`src/rtl/delta_ctrl_pkg.sv`:
```
`default_nettype none
// +--------------------------------------------------------------------------+
// | Module      : delta_ctrl_pkg                                             |
// | Description : Shared definitions for the LSTM backprop delta sequencer:  |
// |               FSM state encoding, gate identifiers, select-vector layout |
// |               and the per-cycle select schedule of the delta datapath.   |
// | Revision    : 1.0  initial release                                       |
// +--------------------------------------------------------------------------+
package delta_ctrl_pkg;

   typedef enum logic [3:0] {
      ST_IDLE   = 4'd0,
      ST_WAIT   = 4'd1,
      ST_LOAD   = 4'd2,
      ST_DSTATE = 4'd3,
      ST_GATE_A = 4'd4,
      ST_GATE_I = 4'd5,
      ST_GATE_F = 4'd6,
      ST_GATE_O = 4'd7,
      ST_DONE   = 4'd8
   } state_t;

   localparam logic [1:0] C_GATE_ID_A = 2'd0;
   localparam logic [1:0] C_GATE_ID_I = 2'd1;
   localparam logic [1:0] C_GATE_ID_F = 2'd2;
   localparam logic [1:0] C_GATE_ID_O = 2'd3;

   // Each compute phase lasts four cycles; the result strobe fires on the last.
   localparam logic [1:0] C_SUB_LAST  = 2'd3;

   localparam int C_SEL_IN1_W    = 2;
   localparam int C_SEL_IN2_W    = 2;
   localparam int C_SEL_IN3_W    = 1;
   localparam int C_SEL_IN4_W    = 2;
   localparam int C_SEL_IN5_W    = 3;
   localparam int C_SEL_X1_1_W   = 2;
   localparam int C_SEL_X1_2_W   = 1;
   localparam int C_SEL_X2_2_W   = 2;
   localparam int C_SEL_AS_1_W   = 1;
   localparam int C_SEL_AS_2_W   = 2;
   localparam int C_SEL_ADDSUB_W = 1;
   localparam int C_SEL_TEMP_W   = 2;

   // Field order is also the positional order used in the constant tables.
   typedef struct packed {
      logic [C_SEL_IN1_W-1:0]    sel_in1;
      logic [C_SEL_IN2_W-1:0]    sel_in2;
      logic [C_SEL_IN3_W-1:0]    sel_in3;
      logic [C_SEL_IN4_W-1:0]    sel_in4;    // 0 d_out, 1 h, 3 zero
      logic [C_SEL_IN5_W-1:0]    sel_in5;    // 0 t, 5 zero
      logic [C_SEL_X1_1_W-1:0]   sel_x1_1;
      logic [C_SEL_X1_2_W-1:0]   sel_x1_2;
      logic [C_SEL_X2_2_W-1:0]   sel_x2_2;
      logic [C_SEL_AS_1_W-1:0]   sel_as_1;
      logic [C_SEL_AS_2_W-1:0]   sel_as_2;
      logic [C_SEL_ADDSUB_W-1:0] sel_addsub;
      logic [C_SEL_TEMP_W-1:0]   sel_temp;   // 2 hold, 3 clear
   } sel_vec_t;

   // Quiescent vector: zero operands on in4/in5, temp register holds.
   localparam sel_vec_t C_SEL_IDLE =
      '{2'd0, 2'd0, 1'b0, 2'd3, 3'd5, 2'd0, 1'b0, 2'd0, 1'b0, 2'd0, 1'b0, 2'd2};
   // Newest timestep: seed from h and t, and clear the temp accumulator.
   localparam sel_vec_t C_SEL_LOAD_FIRST =
      '{2'd0, 2'd0, 1'b0, 2'd1, 3'd0, 2'd0, 1'b0, 2'd0, 1'b0, 2'd0, 1'b0, 2'd3};
   // Older timesteps: take the propagated d_out and keep temp.
   localparam sel_vec_t C_SEL_LOAD_NEXT =
      '{2'd0, 2'd0, 1'b0, 2'd0, 3'd5, 2'd0, 1'b0, 2'd0, 1'b0, 2'd0, 1'b0, 2'd2};

   localparam int C_SCHED_LEN = 20;

   // Row index = phase*4 + sub-count, phase 0 = DSTATE, 1..4 = gates a,i,f,o.
   localparam sel_vec_t C_SCHED_TBL [0:C_SCHED_LEN-1] = '{
      '{2'd0, 2'd1, 1'b0, 2'd0, 3'd1, 2'd0, 1'b0, 2'd0, 1'b0, 2'd0, 1'b0, 2'd0},
      '{2'd1, 2'd1, 1'b0, 2'd0, 3'd2, 2'd1, 1'b1, 2'd0, 1'b0, 2'd1, 1'b0, 2'd0},
      '{2'd1, 2'd2, 1'b1, 2'd0, 3'd2, 2'd1, 1'b1, 2'd1, 1'b1, 2'd1, 1'b0, 2'd1},
      '{2'd2, 2'd2, 1'b1, 2'd0, 3'd3, 2'd2, 1'b0, 2'd1, 1'b1, 2'd2, 1'b0, 2'd1},
      '{2'd0, 2'd0, 1'b0, 2'd2, 3'd4, 2'd0, 1'b0, 2'd2, 1'b0, 2'd0, 1'b1, 2'd0},
      '{2'd0, 2'd3, 1'b0, 2'd2, 3'd4, 2'd3, 1'b1, 2'd2, 1'b0, 2'd3, 1'b1, 2'd1},
      '{2'd3, 2'd3, 1'b1, 2'd2, 3'd0, 2'd3, 1'b0, 2'd3, 1'b1, 2'd3, 1'b0, 2'd1},
      '{2'd3, 2'd0, 1'b1, 2'd1, 3'd0, 2'd2, 1'b1, 2'd3, 1'b0, 2'd0, 1'b0, 2'd2},
      '{2'd1, 2'd0, 1'b0, 2'd2, 3'd1, 2'd0, 1'b1, 2'd2, 1'b0, 2'd1, 1'b1, 2'd0},
      '{2'd1, 2'd3, 1'b1, 2'd2, 3'd1, 2'd1, 1'b0, 2'd1, 1'b1, 2'd2, 1'b1, 2'd1},
      '{2'd2, 2'd3, 1'b0, 2'd3, 3'd2, 2'd3, 1'b1, 2'd0, 1'b0, 2'd3, 1'b0, 2'd1},
      '{2'd2, 2'd1, 1'b1, 2'd1, 3'd3, 2'd2, 1'b0, 2'd3, 1'b1, 2'd0, 1'b0, 2'd2},
      '{2'd0, 2'd2, 1'b1, 2'd2, 3'd2, 2'd1, 1'b1, 2'd2, 1'b0, 2'd1, 1'b1, 2'd0},
      '{2'd3, 2'd2, 1'b0, 2'd0, 3'd3, 2'd1, 1'b0, 2'd1, 1'b1, 2'd2, 1'b1, 2'd1},
      '{2'd3, 2'd1, 1'b1, 2'd3, 3'd4, 2'd0, 1'b1, 2'd0, 1'b0, 2'd3, 1'b0, 2'd1},
      '{2'd1, 2'd1, 1'b0, 2'd1, 3'd5, 2'd2, 1'b1, 2'd3, 1'b1, 2'd0, 1'b0, 2'd2},
      '{2'd2, 2'd0, 1'b1, 2'd2, 3'd3, 2'd3, 1'b0, 2'd2, 1'b1, 2'd1, 1'b1, 2'd0},
      '{2'd2, 2'd3, 1'b0, 2'd0, 3'd4, 2'd0, 1'b1, 2'd1, 1'b0, 2'd2, 1'b1, 2'd1},
      '{2'd0, 2'd1, 1'b1, 2'd3, 3'd1, 2'd1, 1'b0, 2'd0, 1'b1, 2'd3, 1'b0, 2'd1},
      '{2'd1, 2'd2, 1'b0, 2'd1, 3'd0, 2'd3, 1'b1, 2'd3, 1'b0, 2'd0, 1'b0, 2'd2}
   };

   // Table row for a compute state; only meaningful for DSTATE..GATE_O.
   function automatic logic [4:0] sched_idx(input state_t st, input logic [1:0] sub);
      logic [3:0] phase;
      phase = 4'(st) - 4'(ST_DSTATE);
      return {phase[2:0], sub};
   endfunction

   // Phase that follows a compute phase once its last sub-step completes.
   function automatic state_t next_phase(input state_t st);
      state_t nxt;
      case (st)
         ST_DSTATE: nxt = ST_GATE_A;
         ST_GATE_A: nxt = ST_GATE_I;
         ST_GATE_I: nxt = ST_GATE_F;
         ST_GATE_F: nxt = ST_GATE_O;
         default:   nxt = ST_IDLE;
      endcase
      return nxt;
   endfunction

endpackage
`default_nettype wire

```
`src/rtl/delta_ctrl_if.sv`:
```
`default_nettype none
// +--------------------------------------------------------------------------+
// | Module      : delta_ctrl_if                                              |
// | Description : Control bundle between the delta sequencer and the delta   |
// |               datapath / operand memory side.                            |
// |   master : sequencer (drives status, strobes, indices, selects)          |
// |   slave  : datapath/memory side (drives start, opnd_valid)               |
// | Revision    : 1.0  initial release                                       |
// +--------------------------------------------------------------------------+
interface delta_ctrl_if #(
   parameter int UW = 4,
   parameter int TW = 3
) ();
   logic          start;
   logic          opnd_valid;
   logic          busy;
   logic          done;
   logic          opnd_req;
   logic [UW-1:0] unit_idx;
   logic [TW-1:0] step_idx;
   logic          dstate_valid;
   logic          dgate_valid;
   logic [1:0]    gate_id;
   logic [1:0]    sel_in1;
   logic [1:0]    sel_in2;
   logic          sel_in3;
   logic [1:0]    sel_in4;
   logic [2:0]    sel_in5;
   logic [1:0]    sel_x1_1;
   logic          sel_x1_2;
   logic [1:0]    sel_x2_2;
   logic          sel_as_1;
   logic [1:0]    sel_as_2;
   logic          sel_addsub;
   logic [1:0]    sel_temp;

   modport master (
      input  start, opnd_valid,
      output busy, done, opnd_req, unit_idx, step_idx,
      output dstate_valid, dgate_valid, gate_id,
      output sel_in1, sel_in2, sel_in3, sel_in4, sel_in5,
      output sel_x1_1, sel_x1_2, sel_x2_2, sel_as_1, sel_as_2, sel_addsub, sel_temp
   );

   modport slave (
      output start, opnd_valid,
      input  busy, done, opnd_req, unit_idx, step_idx,
      input  dstate_valid, dgate_valid, gate_id,
      input  sel_in1, sel_in2, sel_in3, sel_in4, sel_in5,
      input  sel_x1_1, sel_x1_2, sel_x2_2, sel_as_1, sel_as_2, sel_addsub, sel_temp
   );
endinterface
`default_nettype wire

```
`src/rtl/delta_sched_rom.sv`:
```
`default_nettype none
// +--------------------------------------------------------------------------+
// | Module      : delta_sched_rom                                            |
// | Description : Combinational select-vector lookup for the delta datapath. |
// |   i_state      : sequencer state the vector is for                       |
// |   i_sub        : phase sub-count (0..3)                                  |
// |   i_first_step : current timestep is the newest one                      |
// |   o_sel        : packed select vector                                    |
// | Revision    : 1.0  initial release                                       |
// +--------------------------------------------------------------------------+
module delta_sched_rom
   import delta_ctrl_pkg::*;
(
   input  state_t     i_state,
   input  logic [1:0] i_sub,
   input  logic       i_first_step,
   output sel_vec_t   o_sel
);

   always_comb begin
      o_sel = C_SEL_IDLE;
      case (i_state)
         ST_LOAD:   o_sel = i_first_step ? C_SEL_LOAD_FIRST : C_SEL_LOAD_NEXT;
         ST_DSTATE,
         ST_GATE_A,
         ST_GATE_I,
         ST_GATE_F,
         ST_GATE_O: o_sel = C_SCHED_TBL[sched_idx(i_state, i_sub)];
         default:   o_sel = C_SEL_IDLE;
      endcase
   end

endmodule
`default_nettype wire

```
`src/rtl/delta_ctrl.sv`:
```
`default_nettype none
// +--------------------------------------------------------------------------+
// | Module      : delta_ctrl                                                 |
// | Description : Sequencer for the LSTM backprop delta datapath. Walks all  |
// |               hidden units of every timestep (newest timestep first),    |
// |               fetches operands per unit and drives the datapath selects  |
// |               and result strobes cycle by cycle.                         |
// |   clk   : clock                                                          |
// |   rst_n : asynchronous active-low reset                                  |
// |   bus   : delta_ctrl_if.master (start/opnd_valid in, status, strobes,    |
// |           unit/step indices and all datapath selects out)                |
// | Revision    : 1.0  initial release                                       |
// +--------------------------------------------------------------------------+
module delta_ctrl
   import delta_ctrl_pkg::*;
#(
   parameter int WIDTH  = 32,
   parameter int UNITS  = 16,
   parameter int TSTEPS = 8,
   parameter int UW     = 4,
   parameter int TW     = 3
) (
   input  wire logic         clk,
   input  wire logic         rst_n,
   delta_ctrl_if.master      bus
);

   localparam logic [UW-1:0] C_UNIT_LAST  = UW'(UNITS - 1);
   localparam logic [TW-1:0] C_STEP_FIRST = TW'(TSTEPS - 1);

   // WIDTH only travels with the datapath; reject configurations that cannot work.
   if (WIDTH < 1 || UNITS < 1 || TSTEPS < 1 ||
       (1 << UW) < UNITS || (1 << TW) < TSTEPS) begin : g_param_check
      $error("delta_ctrl: inconsistent WIDTH/UNITS/TSTEPS/UW/TW");
   end

   state_t        state_q, state_d;
   logic [1:0]    sub_q, sub_d;
   logic [UW-1:0] unit_q, unit_d;
   logic [TW-1:0] step_q, step_d;
   logic          busy_q, busy_d;
   logic          done_q, done_d;
   logic          opnd_req_q, opnd_req_d;
   logic          dstate_valid_q, dstate_valid_d;
   logic          dgate_valid_q, dgate_valid_d;
   logic [1:0]    gate_id_q, gate_id_d;
   sel_vec_t      sel_q, sel_d;
   logic          first_step_d;

   // Next-state and counter update.
   always_comb begin
      state_d = state_q;
      sub_d   = sub_q;
      unit_d  = unit_q;
      step_d  = step_q;
      case (state_q)
         ST_IDLE: begin
            if (bus.start) state_d = ST_WAIT;
         end
         ST_WAIT: begin
            if (bus.opnd_valid) state_d = ST_LOAD;
         end
         ST_LOAD: begin
            state_d = ST_DSTATE;
            sub_d   = 2'd0;
         end
         ST_DSTATE, ST_GATE_A, ST_GATE_I, ST_GATE_F: begin
            sub_d = sub_q + 2'd1;
            if (sub_q == C_SUB_LAST) state_d = next_phase(state_q);
         end
         ST_GATE_O: begin
            sub_d = sub_q + 2'd1;
            if (sub_q == C_SUB_LAST) begin
               if (unit_q != C_UNIT_LAST) begin
                  unit_d  = unit_q + UW'(1);
                  state_d = ST_WAIT;
               end else begin
                  unit_d = '0;
                  if (step_q != '0) begin
                     step_d  = step_q - TW'(1);
                     state_d = ST_WAIT;
                  end else begin
                     // Reload now so DONE and IDLE already show the newest step.
                     step_d  = C_STEP_FIRST;
                     state_d = ST_DONE;
                  end
               end
            end
         end
         ST_DONE: begin
            state_d = ST_IDLE;
         end
         default: begin
            state_d = ST_IDLE;
            sub_d   = 2'd0;
         end
      endcase
   end

   // Outputs are decoded from the next state so the registered copies line
   // up with the state they describe.
   always_comb begin
      busy_d         = (state_d != ST_IDLE) && (state_d != ST_DONE);
      done_d         = (state_d == ST_DONE);
      opnd_req_d     = (state_d == ST_WAIT);
      dstate_valid_d = (state_d == ST_DSTATE) && (sub_d == C_SUB_LAST);
      dgate_valid_d  = 1'b0;
      gate_id_d      = C_GATE_ID_A;
      case (state_d)
         ST_GATE_A: gate_id_d = C_GATE_ID_A;
         ST_GATE_I: gate_id_d = C_GATE_ID_I;
         ST_GATE_F: gate_id_d = C_GATE_ID_F;
         ST_GATE_O: gate_id_d = C_GATE_ID_O;
         default:   gate_id_d = C_GATE_ID_A;
      endcase
      if ((state_d == ST_GATE_A) || (state_d == ST_GATE_I) ||
          (state_d == ST_GATE_F) || (state_d == ST_GATE_O)) begin
         dgate_valid_d = (sub_d == C_SUB_LAST);
      end
      first_step_d = (step_d == C_STEP_FIRST);
   end

   delta_sched_rom u_sched_rom (
      .i_state      (state_d),
      .i_sub        (sub_d),
      .i_first_step (first_step_d),
      .o_sel        (sel_d)
   );

   always_ff @(posedge clk or negedge rst_n) begin
      if (!rst_n) begin
         state_q        <= ST_IDLE;
         sub_q          <= 2'd0;
         unit_q         <= '0;
         step_q         <= C_STEP_FIRST;
         busy_q         <= 1'b0;
         done_q         <= 1'b0;
         opnd_req_q     <= 1'b0;
         dstate_valid_q <= 1'b0;
         dgate_valid_q  <= 1'b0;
         gate_id_q      <= C_GATE_ID_A;
         sel_q          <= C_SEL_IDLE;
      end else begin
         state_q        <= state_d;
         sub_q          <= sub_d;
         unit_q         <= unit_d;
         step_q         <= step_d;
         busy_q         <= busy_d;
         done_q         <= done_d;
         opnd_req_q     <= opnd_req_d;
         dstate_valid_q <= dstate_valid_d;
         dgate_valid_q  <= dgate_valid_d;
         gate_id_q      <= gate_id_d;
         sel_q          <= sel_d;
      end
   end

   assign bus.busy         = busy_q;
   assign bus.done         = done_q;
   assign bus.opnd_req     = opnd_req_q;
   assign bus.unit_idx     = unit_q;
   assign bus.step_idx     = step_q;
   assign bus.dstate_valid = dstate_valid_q;
   assign bus.dgate_valid  = dgate_valid_q;
   assign bus.gate_id      = gate_id_q;
   assign bus.sel_in1      = sel_q.sel_in1;
   assign bus.sel_in2      = sel_q.sel_in2;
   assign bus.sel_in3      = sel_q.sel_in3;
   assign bus.sel_in4      = sel_q.sel_in4;
   assign bus.sel_in5      = sel_q.sel_in5;
   assign bus.sel_x1_1     = sel_q.sel_x1_1;
   assign bus.sel_x1_2     = sel_q.sel_x1_2;
   assign bus.sel_x2_2     = sel_q.sel_x2_2;
   assign bus.sel_as_1     = sel_q.sel_as_1;
   assign bus.sel_as_2     = sel_q.sel_as_2;
   assign bus.sel_addsub   = sel_q.sel_addsub;
   assign bus.sel_temp     = sel_q.sel_temp;

endmodule
`default_nettype wire

```
`src/flat_wrapper.sv`:
```
// flat-port wrapper written by rule: the top's interface ports become plain ports
module delta_ctrl_flat import delta_ctrl_pkg::*;
#(
   parameter int WIDTH  = 32,
   parameter int UNITS  = 16,
   parameter int TSTEPS = 8,
   parameter int UW     = 4,
   parameter int TW     = 3
)
  (clk, rst_n, bus_start, bus_opnd_valid, bus_busy, bus_done, bus_opnd_req, bus_unit_idx, bus_step_idx, bus_dstate_valid, bus_dgate_valid, bus_gate_id, bus_sel_in1, bus_sel_in2, bus_sel_in3, bus_sel_in4, bus_sel_in5, bus_sel_x1_1, bus_sel_x1_2, bus_sel_x2_2, bus_sel_as_1, bus_sel_as_2, bus_sel_addsub, bus_sel_temp);
  delta_ctrl_if #(.UW(UW), .TW(TW)) bus_i ();
  input  wire logic clk;
  input  wire logic rst_n;
  input wire logic [$bits(bus_i.start)-1:0] bus_start;
  input wire logic [$bits(bus_i.opnd_valid)-1:0] bus_opnd_valid;
  output wire logic [$bits(bus_i.busy)-1:0] bus_busy;
  output wire logic [$bits(bus_i.done)-1:0] bus_done;
  output wire logic [$bits(bus_i.opnd_req)-1:0] bus_opnd_req;
  output wire logic [$bits(bus_i.unit_idx)-1:0] bus_unit_idx;
  output wire logic [$bits(bus_i.step_idx)-1:0] bus_step_idx;
  output wire logic [$bits(bus_i.dstate_valid)-1:0] bus_dstate_valid;
  output wire logic [$bits(bus_i.dgate_valid)-1:0] bus_dgate_valid;
  output wire logic [$bits(bus_i.gate_id)-1:0] bus_gate_id;
  output wire logic [$bits(bus_i.sel_in1)-1:0] bus_sel_in1;
  output wire logic [$bits(bus_i.sel_in2)-1:0] bus_sel_in2;
  output wire logic [$bits(bus_i.sel_in3)-1:0] bus_sel_in3;
  output wire logic [$bits(bus_i.sel_in4)-1:0] bus_sel_in4;
  output wire logic [$bits(bus_i.sel_in5)-1:0] bus_sel_in5;
  output wire logic [$bits(bus_i.sel_x1_1)-1:0] bus_sel_x1_1;
  output wire logic [$bits(bus_i.sel_x1_2)-1:0] bus_sel_x1_2;
  output wire logic [$bits(bus_i.sel_x2_2)-1:0] bus_sel_x2_2;
  output wire logic [$bits(bus_i.sel_as_1)-1:0] bus_sel_as_1;
  output wire logic [$bits(bus_i.sel_as_2)-1:0] bus_sel_as_2;
  output wire logic [$bits(bus_i.sel_addsub)-1:0] bus_sel_addsub;
  output wire logic [$bits(bus_i.sel_temp)-1:0] bus_sel_temp;
  assign bus_i.start = bus_start;
  assign bus_i.opnd_valid = bus_opnd_valid;
  assign bus_busy = bus_i.busy;
  assign bus_done = bus_i.done;
  assign bus_opnd_req = bus_i.opnd_req;
  assign bus_unit_idx = bus_i.unit_idx;
  assign bus_step_idx = bus_i.step_idx;
  assign bus_dstate_valid = bus_i.dstate_valid;
  assign bus_dgate_valid = bus_i.dgate_valid;
  assign bus_gate_id = bus_i.gate_id;
  assign bus_sel_in1 = bus_i.sel_in1;
  assign bus_sel_in2 = bus_i.sel_in2;
  assign bus_sel_in3 = bus_i.sel_in3;
  assign bus_sel_in4 = bus_i.sel_in4;
  assign bus_sel_in5 = bus_i.sel_in5;
  assign bus_sel_x1_1 = bus_i.sel_x1_1;
  assign bus_sel_x1_2 = bus_i.sel_x1_2;
  assign bus_sel_x2_2 = bus_i.sel_x2_2;
  assign bus_sel_as_1 = bus_i.sel_as_1;
  assign bus_sel_as_2 = bus_i.sel_as_2;
  assign bus_sel_addsub = bus_i.sel_addsub;
  assign bus_sel_temp = bus_i.sel_temp;
  delta_ctrl #(.WIDTH(WIDTH), .UNITS(UNITS), .TSTEPS(TSTEPS), .UW(UW), .TW(TW)) u_core (.clk(clk), .rst_n(rst_n), .bus(bus_i));
endmodule
```
`config.mk`:
```
export PLATFORM = sky130hd
export DESIGN_NAME = delta_ctrl_flat
export DESIGN_NICKNAME = d
export VERILOG_FILES = /design/src/rtl/delta_ctrl_pkg.sv /design/src/rtl/delta_ctrl_if.sv /design/src/rtl/delta_sched_rom.sv /design/src/rtl/delta_ctrl.sv /design/src/flat_wrapper.sv
export SDC_FILE = /design/constraint.sdc
export NUM_CORES = 1
export LEC_CHECK = 0
export CORE_ASPECT_RATIO = 0.9
export CORE_MARGIN = 2
export CORE_UTILIZATION = 55
export CTS_BUF_LIST = sky130_fd_sc_hd__clkbuf_4 sky130_fd_sc_hd__clkbuf_8
export CTS_CLUSTER_DIAMETER = 60
export DETAILED_ROUTE_END_ITERATION = 16
export PLACE_DENSITY_LB_ADDON = 0.2
export SETUP_SLACK_MARGIN = 0.1
export SLEW_MARGIN = 20
export SYNTH_ARGS = -nofsm -noshare
export SYNTH_HDL_FRONTEND = slang
export SYNTH_HIERARCHICAL = 1
export SYNTH_SLANG_ARGS = --single-unit
```
`constraint.sdc`:
```
create_clock -name clk -period 4.26 [get_ports clk]
set_clock_uncertainty 0.15 [all_clocks]
set_input_delay 0.852 -clock clk [delete_from_list [all_inputs] [get_ports clk]]
set_output_delay 0.852 -clock clk [all_outputs]
set_load 0.1 [all_outputs]
```
==> flow_summary.json <==
{
  "syn_nets": 277,
  "grt_pass1_vias": 1764,
  "grt_max_degree": 42,
  "dieArea_sq_mm": 0.00499,
  "synth.mux.area_fraction": 0.0261,
  "slew_headroom": 0.347,
  "fin_crit_ns": 3.73,
  "setup_viol": 0,
  "startpoint_type": "input pin",
  "critPathCaptureType": "flip-flop",
  "grt_overflow_total": 0,
  "cp.required_ns": 4.32,
  "yosysTopAreaCell": "dfrtp_1",
  "netlist_instances": 256,
  "hpwl_microns": 3630,
  "synth_compound_area_frac": 0.209,
  "diodes": 0,
  "worst_pin_slew_ns": 0.977,
  "path_clk_slew_ns": 0.07,
  "rsz0062_at_grt": "false",
  "vias": 2018,
  "slew_viol_final": 0,
  "antenna_found_initial": 0,
  "start_util": 0.584,
  "synth_edf_count": 0,
  "drv_cap": 0,
  "crit_fanout": 12,
  "yosysWarnings": 6,
  "die_height_microns": 67.2,
  "clk_latency_ns": 0.28,
  "first_pass_iters": 7,
  "holdBufCountCts": 0,
  "syn_area_per_cell_sq_um": 9.54,
  "grt_usage": 0.233,
  "cts_htree_levels": 2,
  "cts_sinks": 41,
  "critPathKind": "input pin to flip-flop",
  "cts_setup_buffers": 0,
  "root_buffer": "clkbuf_8",
  "rows": 22,
  "status": "finished clean",
  "final_nets": 312,
  "cts-resized-gates": 0,
  "async_flop_share": 1.00,
  "tritoncts": "built",
  "synthAdderAreaFrac": 0.0871,
  "drtIter0Drc": 234,
  "port_buffers": 38,
  "fin_tns_setup_ns": 0,
  "ys_top_cells_by_area": "dfrtp_1 (34%), ha_1 (8.7%), dfstp_2 (8.6%)",
  "synthesis.area_sq_mm": 0.00244,
  "grt_first_pass_wirelength_microns": 8800,
  "gp_congestion": 0.944,
  "synth_seq_cells": 41,
  "synthXorXnorAreaFrac": 0.0179,
  "synth_common_cells": "dfrtp_1 (33), nor2_1 (29), ha_1 (17), a21oi_1 (16), nand2_1 (16)",
  "core_sq_mm": 0.00418,
  "drive_gt1_frac": 0.110,
  "drtAntennaViolNets": 0,
  "dieWidth_microns": 74.2,
  "yosysSeqAreaShare": 0.424,
  "critical_path_arrival_ns": 3.79,
  "synth_top_family_by_area": "compound AO/OA/AOI/OAI gates",
  "max_freq_mhz": 268,
  "post_drt_via_cell_ratio": 5.75,
  "cts_buffer_depth": 2,
  "fillCellCount": 339,
  "synth_simple_gate_area_frac": 0.166,
  "yosysMostFrequentCell": "dfrtp_1",
  "finalWirelength_microns": 5240,
  "wl_per_cell_microns": 14.9,
  "min_path_type": "flip-flop to flip-flop",
  "cts_inserted_buffers": 5,
  "drc": 0,
  "period_share": 0.876,
  "io_pins": 39,
  "synthDistinctLibCells": 56,
  "hold_viol": 0,
  "syn2layout_area_growth_pct": 19.5,
  "synth_ff_type": "dfrtp_1",
  "synth_top_area_frac": 0.338
}
==> worst max-delay path, cell delays in order <==
cell             delay (ns)
clkdlybuf4s50_1        0.51
nor2_2                 0.04
o211a_1                0.21
a2111o_1               0.40
inv_1                  0.17
inv_1                  0.08
ha_1                   0.18
o31ai_1                0.37
a21o_1                 0.44
a21boi_0               0.33
or3_1                  0.20
==> metrics by stage <==
step	worst slack, ns	std cells	cell area (sq um)	hold WS (ns)	util
3_3_place_gp	0.342	344	2830	0.336	0.676
3_5_place_dp	0.299	344	2830	0.335	0.676
6_report	0.529	351	2920	0.349	0.698
5_1_grt	0.312	351	2920	0.398	0.698
2_1_floorplan	0.353	256	2440	0.406	-
4_1_cts	0.573	351	2920	0.347	0.698
==> state kept, by name, indices dropped and copies added, names as in the netlist, 3 cells and up <==
register / cells
u_core/state_q: 4
u_core/bus.step_idx: 3
u_core/bus.sel_in5: 3
u_core/bus.unit_idx: 4
==> placed cells by master (no fill, tap or decap), types with 3 or more instances in the layout <==
master           count
a21oi_1             16
inv_1               13
xnor2_1              4
a221oi_1             4
dfrtp_1             33
a21o_1               3
clkdlybuf4s50_1     37
nand3_1              4
nand2_1             16
clkbuf_8             6
nor2b_1              3
dfstp_2              8
nor2_1              29
o22ai_1              4
o21ai_0             12
nand2b_1             9
a211oi_1            12
nor3_1               5
o31ai_1              3
buf_4                7
ha_1                17
mux2i_1              3
==> final timing paths <==
kind / from / endpoint / slack (ns) / cells after the start
worst max-delay path: bus_opnd_valid / u_core/bus.sel_in4[0] / 0.53 / 11
worst min-delay path: u_core/bus.unit_idx[3] / u_core/bus.unit_idx[3] / 0.35 / 1
worst max register to register: u_core/bus.unit_idx[0] / u_core/bus.sel_in2[0] / 0.74 / 12
worst min register to register: u_core/bus.unit_idx[3] / u_core/bus.unit_idx[3] / 0.35 / 1
max in group asynchronous: rst_n / u_core/bus.sel_in2[0] / 2.91 / 1
min in group asynchronous: rst_n / u_core/bus.sel_addsub / 0.53 / 1
==> kinds of logic (layout without fill, tap and decap cells) <==
logic type	after synthesis	in the layout
XOR/XNOR	5	5
multiplexers	5	5
AO/OA/AOI/OAI	75	75
buffers and inverters	31	66
flip-flops	41	41
AND/OR/NAND/NOR	82	82
adder cells (fa/ha/maj)	17	17
==> final cells by class <==
cell class / instances / area (sq um) / share of cell area
flip-flops and latches: 41 / 1040 / 0.355
clock buffers: 7 / 90.1 / 0.0309
repair buffers: 45 / 428 / 0.147
inverters: 14 / 52.6 / 0.0180
multi-input cells: 184 / 1240 / 0.424
well taps: 60 / 75.1 / 0.0257
==> per-layer routing <==
metal,wire length (microns),vias up,GRT usage,part of all wire
met1,2610,947,0.363,0.50
met2,2230,86,0.328,0.42
li1,-,981,-,-
met3,376,4,0.0493,0.072
met4,31,0,0.0603,0.0059
met5,0,-,0,0
Power is left out: the tool's default activity adds up to more than one toggle a clock period on the data nets, which glitch-free logic cannot reach.
